## src/rtl/calc_sequencer.sv

```systemverilog
// Key-entry front end for the 4-bit calculator: builds operands A/B from key strobes,
// drives the registered ALU and captures its result two edges after equals.
module calc_sequencer #(
    parameter int W     = 4,
    parameter int RADIX = 10
) (
    input  logic         clk,
    input  logic         clear,
    input  logic         digit_valid,
    input  logic [3:0]   digit,
    input  logic         op_valid,
    input  logic         op_sub,
    input  logic         eq_valid,
    input  logic         clr_key,
    input  logic [W-1:0] alu_result,
    output logic [W-1:0] num1,
    output logic [W-1:0] num2,
    output logic         op_selected,
    output logic [W-1:0] display_val,
    output logic         result_valid,
    output logic         ovf,
    output logic         key_err,
    output logic         busy
);

    typedef enum logic [2:0] {
        S_A,
        S_B,
        S_EXEC,
        S_WAIT,
        S_SHOW
    } state_t;

    // Entry arithmetic is done wide enough that cur*RADIX+digit never wraps before the range test.
    localparam int             EW      = W + 8;
    localparam logic [EW-1:0]  MAX_VAL = {{(EW-W){1'b0}}, {W{1'b1}}};
    localparam logic [EW-1:0]  RADIX_E = EW'(RADIX);

    state_t         r_state;
    logic [W-1:0]   r_a;
    logic [W-1:0]   r_b;
    logic           r_op;
    logic [W-1:0]   r_disp;
    logic           r_ovf;
    logic           r_result_valid;
    logic           r_key_err;
    logic           r_busy;

    logic           w_key_clr;
    logic           w_key_eq;
    logic           w_key_op;
    logic           w_key_dig;
    logic [W-1:0]   w_cur;
    logic [EW-1:0]  w_entry;
    logic           w_digit_ok;
    logic [W:0]     w_sum;
    logic           w_carry;
    logic           w_borrow;

    // Only the highest-priority key acts: clr_key > eq > op > digit.
    assign w_key_clr = clr_key;
    assign w_key_eq  = eq_valid & ~clr_key;
    assign w_key_op  = op_valid & ~clr_key & ~eq_valid;
    assign w_key_dig = digit_valid & ~clr_key & ~eq_valid & ~op_valid;

    // NOTE: every signal written in always_comb gets a default first, so no latch is inferred.
    always_comb begin
        w_cur = '0;
        case (r_state)
            S_A:     w_cur = r_a;
            S_B:     w_cur = r_b;
            default: w_cur = '0;
        endcase
    end

    assign w_entry    = EW'(w_cur) * RADIX_E + EW'(digit);
    assign w_digit_ok = (EW'(digit) < RADIX_E) && (w_entry <= MAX_VAL);

    assign w_sum    = {1'b0, r_a} + {1'b0, r_b};
    assign w_carry  = w_sum[W];
    assign w_borrow = (r_a < r_b);

    // NOTE: sequential state uses non-blocking assignments so every register samples pre-edge values.
    always_ff @(posedge clk or posedge clear) begin
        if (clear) begin
            r_state        <= S_A;
            r_a            <= '0;
            r_b            <= '0;
            r_op           <= 1'b0;
            r_disp         <= '0;
            r_ovf          <= 1'b0;
            r_result_valid <= 1'b0;
            r_key_err      <= 1'b0;
            r_busy         <= 1'b0;
        end else begin
            r_result_valid <= 1'b0;
            r_key_err      <= 1'b0;

            if (w_key_clr) begin
                // Synchronous user clear also discards any in-flight result.
                r_state <= S_A;
                r_a     <= '0;
                r_b     <= '0;
                r_op    <= 1'b0;
                r_disp  <= '0;
                r_ovf   <= 1'b0;
                r_busy  <= 1'b0;
            end else begin
                case (r_state)
                    S_A: begin
                        if (w_key_op) begin
                            r_op    <= op_sub;
                            r_b     <= '0;
                            r_disp  <= '0;
                            r_state <= S_B;
                        end else if (w_key_dig) begin
                            if (w_digit_ok) begin
                                r_a    <= w_entry[W-1:0];
                                r_disp <= w_entry[W-1:0];
                            end else begin
                                r_key_err <= 1'b1;
                            end
                        end
                    end

                    S_B: begin
                        if (w_key_eq) begin
                            r_state <= S_EXEC;
                            r_busy  <= 1'b1;
                        end else if (w_key_op) begin
                            r_op <= op_sub;
                        end else if (w_key_dig) begin
                            if (w_digit_ok) begin
                                r_b    <= w_entry[W-1:0];
                                r_disp <= w_entry[W-1:0];
                            end else begin
                                r_key_err <= 1'b1;
                            end
                        end
                    end

                    S_EXEC: begin
                        r_state <= S_WAIT;
                    end

                    S_WAIT: begin
                        r_a            <= alu_result;
                        r_disp         <= alu_result;
                        r_ovf          <= r_op ? w_borrow : w_carry;
                        r_result_valid <= 1'b1;
                        r_busy         <= 1'b0;
                        r_state        <= S_SHOW;
                    end

                    S_SHOW: begin
                        if (w_key_eq) begin
                            // Repeat: same op and B applied to the result already held in A.
                            r_state <= S_EXEC;
                            r_busy  <= 1'b1;
                        end else if (w_key_op) begin
                            r_op    <= op_sub;
                            r_b     <= '0;
                            r_disp  <= '0;
                            r_state <= S_B;
                        end else if (w_key_dig) begin
                            if (w_digit_ok) begin
                                r_a     <= w_entry[W-1:0];
                                r_disp  <= w_entry[W-1:0];
                                r_state <= S_A;
                            end else begin
                                r_key_err <= 1'b1;
                            end
                        end
                    end

                    default: begin
                        r_state <= S_A;
                        r_busy  <= 1'b0;
                    end
                endcase
            end
        end
    end

    assign num1         = r_a;
    assign num2         = r_b;
    assign op_selected  = r_op;
    assign display_val  = r_disp;
    assign result_valid = r_result_valid;
    assign ovf          = r_ovf;
    assign key_err      = r_key_err;
    assign busy         = r_busy;

endmodule

```

## config.mk

```make
export PLATFORM = sky130hd
export DESIGN_NAME = calc_sequencer
export DESIGN_NICKNAME = d
export VERILOG_FILES = /design/src/rtl/calc_sequencer.sv
export SDC_FILE = /design/constraint.sdc
export NUM_CORES = 1
export LEC_CHECK = 0
export CAP_MARGIN = 0
export CORE_ASPECT_RATIO = 1.1
export CORE_MARGIN = 8
export CORE_UTILIZATION = 54
export CTS_BUF_LIST = sky130_fd_sc_hd__clkbuf_4 sky130_fd_sc_hd__clkbuf_8
export CTS_CLUSTER_DIAMETER = 80
export DETAILED_ROUTE_END_ITERATION = 8
export GPL_ROUTABILITY_DRIVEN = 0
export GPL_TIMING_DRIVEN = 0
export HOLD_SLACK_MARGIN = 0.1
export PLACE_DENSITY = 0.82
export SETUP_SLACK_MARGIN = 0.4
export SYNTH_ARGS = -nofsm -noshare
export SYNTH_HDL_FRONTEND = slang
export SYNTH_SLANG_ARGS = --single-unit
```

## constraint.sdc

```tcl
create_clock -name clk -period 4.8 [get_ports clk]
set_input_delay 0.48 -clock clk [delete_from_list [all_inputs] [get_ports clk]]
set_output_delay 0.48 -clock clk [all_outputs]
set_load 0.05 [all_outputs]
```

==> impl_metrics.env <==
export IMPL_grt_overflow_total=0
export IMPL_initial_core_util_pct=57.0
export IMPL_hold_violations=0
export IMPL_p_sw_mw=0.236
export IMPL_cp_slowest_stage_delay_ns=0.52
export IMPL_synth_top_cells_by_count="dfrtp_1 (20), nand2_1 (15), inv_1 (14), nor2_1 (14)"
export IMPL_crit_required_ns=5.07
export IMPL_clk_pin_slew_worst_paths_ns=0.13
export IMPL_grt_pass1_wl_mm=7.69
export IMPL_drcViolationCount=0
export IMPL_crit_path_end_kind="register"
export IMPL_rsz0062_at_grt="false"
export IMPL_synthTopCellsByArea="dfrtp_1 (29%), ha_1 (9.4%), mux2i_1 (4.6%)"
export IMPL_tns_ns=0
export IMPL_drt_initial_drc_count=107
export IMPL_yosysMostFrequentCell="dfrtp_1"
export IMPL_chipHeight_um=75.5
export IMPL_yosys_most_used_dff="dfrtp_1"
export IMPL_fin_crit_sh_pct=84.5
export IMPL_drt_pass1_iterations=4
export IMPL_syn_inst=192
export IMPL_grt_usage_pct=17.6
export IMPL_seq_power_share_pct=32.4
export IMPL_ys_seq_area_share_pct=28.8
export IMPL_critical_path_buf_inv_count=3
export IMPL_wl_mm=4.65
export IMPL_htreeDepth=1
export IMPL_cts_resized=0
export IMPL_crit_chain="buf_6, clkbuf_2, mux2_2, and2_1, ha_1, ha_1, inv_1, fa_1, a211oi_1, nand3b_4, a221oi_4, a311oi_4, a2111oi_2, a21o_1"
export IMPL_die_x_um=70.1
export IMPL_hold_buffers=0
export IMPL_tightest_slew_ns=0.807
export IMPL_irDropWorstVdd_mv=0.218
export IMPL_swShare_pct=38.9
export IMPL_via_per_inst=6.33
export IMPL_grt_max_degree=21
export IMPL_place_detailed_hpwl_mm=3.61
export IMPL_cts_sinks=20
export IMPL_p_clk_share_pct=23.9
export IMPL_ys_warn_count=0
export IMPL_antenna_diode_count=0
export IMPL_drive_gt1_share_pct=8.41
export IMPL_async_flop_share_pct=100
export IMPL_hold_class="register to register"
export IMPL_fmax_mhz=247
export IMPL_synth_edff_count=0
export IMPL_startpoint_type="register"
export IMPL_io_pins=32
export IMPL_p_leak_nw=0.928
export IMPL_cap_violations=0
export IMPL_placed_cell_area_mm2=0.00208
export IMPL_netlist_area_mm2=0.00174
export IMPL_root_buffer="clkbuf_4"
export IMPL_maxSlewHeadroom_pct=46.1
export IMPL_area_growth_pct=22.9
export IMPL_cts_tree="done"
export IMPL_fin_crit_ns=4.05
export IMPL_avgRoutedWirePerCell_um=17.9
export IMPL_setup_viol=0
export IMPL_crit_arrival_ns=4.32
export IMPL_antenna_found_initial=0
export IMPL_synth_top_cell_area_share_pct=28.8
export IMPL_ant_nets=0
export IMPL_fin_skew_ns=0.00575
export IMPL_fin_area_mm2=0.00213
export IMPL_core_mm2=0.00305
export IMPL_slowest_stage="a221oi_4"
export IMPL_io_buffers=30
export IMPL_cts_buffer_depth=2
export IMPL_grt_pass1_vias=1611
export IMPL_path_class="register to register"
export IMPL_synth_seq_cells=20
export IMPL_post_cts_setup_buffers=0
export IMPL_die_area_mm2=0.00529
export IMPL_syn_avg_cell_area_um2=9.05
export IMPL_power_frac_comb_pct=43.7
export IMPL_vias=1645
export IMPL_final_max_slew_violation_count=0
export IMPL_fp_row_count=21
export IMPL_cpLargestDelayFamily="compound AO/OA/AOI/OAI gates"
export IMPL_synth_cell_types=53
export IMPL_internal_power_mw=0.370
export IMPL_worstSkewPairLatency_ns=0.31
export IMPL_cpMostUsedCell="ha_1"
export IMPL_final_nets=257
export IMPL_syn_nets=222
export IMPL_crit_fanout=10
export IMPL_powerDensity_mw_per_mm2=284
export IMPL_status="completed"
export IMPL_cts_buffers=3
export IMPL_yosysTopAreaCell="dfrtp_1"
==> path summary, 6_finish.rpt <==
path / startpoint / to / slack, ns / cells after the start
worst min-delay path: busy / busy / 0.53 / 2
worst max-delay path: r_state[0] / num1[2] / 0.75 / 14
worst min register to register: busy / busy / 0.53 / 2
min in group asynchronous: clear / num1[2] / 0.60 / 2
max in group asynchronous: clear / display_val[0] / 3.70 / 2
worst max register to register: r_state[0] / num1[2] / 0.75 / 14
==> routing by layer <==
layer	GRT usage, %	wire (um)	vias up
met2	31.2	2190	83
met3	4.56	399	12
met5	0	0	-
met4	5.58	126	0
li1	-	-	772
met1	20.5	1930	778
==> placed cells by master, fill, tap and decap left out, drive strengths merged, types with 4 or more instances in the layout <==
cell           netlist  final
a21o                 8      8
a21oi               13     13
clkbuf               8     11
clkdlybuf4s50        0     30
dfrtp               20     20
ha                  13     13
inv                 14     14
mux2i                9      9
nand2               16     16
nand2b               5      5
nor2                14     14
nor3                 6      6
o21ai               11     11
o2bb2ai              4      4
o31ai                5      5
==> worst reg2reg max path, delay by kind of cell (launching register included) <==
kind            cells  cell delay, ns
mux                 1            0.36
buf+inv             3            0.44
flops               1            0.36
compound gates      5            1.69
fa+ha+maj           3            0.85
simple gates        2            0.32
==> stage by stage <==
| stage | hold WS, ns | instances | worst slack [ns] | util (%) | power, mW |
|---|---|---|---|---|---|
| after floorplan | 0.444 | 192 | 1.09 | - | 0.383 |
| after global placement | 0.497 | 256 | 0.694 | 68.2 | 0.451 |
| after detailed placement | 0.515 | 256 | 0.630 | 68.2 | 0.461 |
| after CTS | 0.533 | 260 | 0.611 | 70.0 | 0.603 |
| after global routing | 0.558 | 260 | 0.541 | 70.0 | 0.636 |
| final | 0.526 | 260 | 0.746 | 70.0 | 0.605 |
==> flip-flops by register name (all words and copies together), names as in the netlist <==
| signal | cells |
|---|---|
| num2 | 4 |
| ovf | 1 |
| display_val | 4 |
| op_selected | 1 |
| key_err | 1 |
| result_valid | 1 |
| busy | 1 |
| r_state | 3 |
| num1 | 4 |
==> kinds of logic after synthesis <==
| group | count (synthesis) | share of synthesized area (%) |
|---|---|---|
| adder cells (fa/ha/maj) | 15 | 11.7 |
| multiplexers | 11 | 6.70 |
| buffers and inverters | 25 | 5.91 |
| XOR/XNOR | 1 | 0.504 |
| AO/OA/AOI/OAI | 62 | 27.6 |
| flip-flops | 20 | 28.8 |
| AND/OR/NAND/NOR | 58 | 18.8 |
==> cell type report <==
type                            instances  area (um2)
Buffer                                 11        52.6
Clock buffer                            3        22.5
Clock inverter                          1        30.0
Fill cell                             252         913
Inverter                               14        52.6
Multi-Input combinational cell        147        1130
Sequential cell                        20         500
Tap cell                               34        42.5
Timing Repair Buffer                   30         300
==> power by group through the flow <==
stage,Sequential (mW),Combinational [mW],Clock [mW]
6_report,0.196,0.264,0.145
5_1_grt,0.198,0.287,0.151
4_1_cts,0.196,0.263,0.144
3_5_place_dp,0.199,0.261,0
3_3_place_gp,0.198,0.253,0
2_1_floorplan,0.237,0.146,0
(Power assumes the default switching activity.)
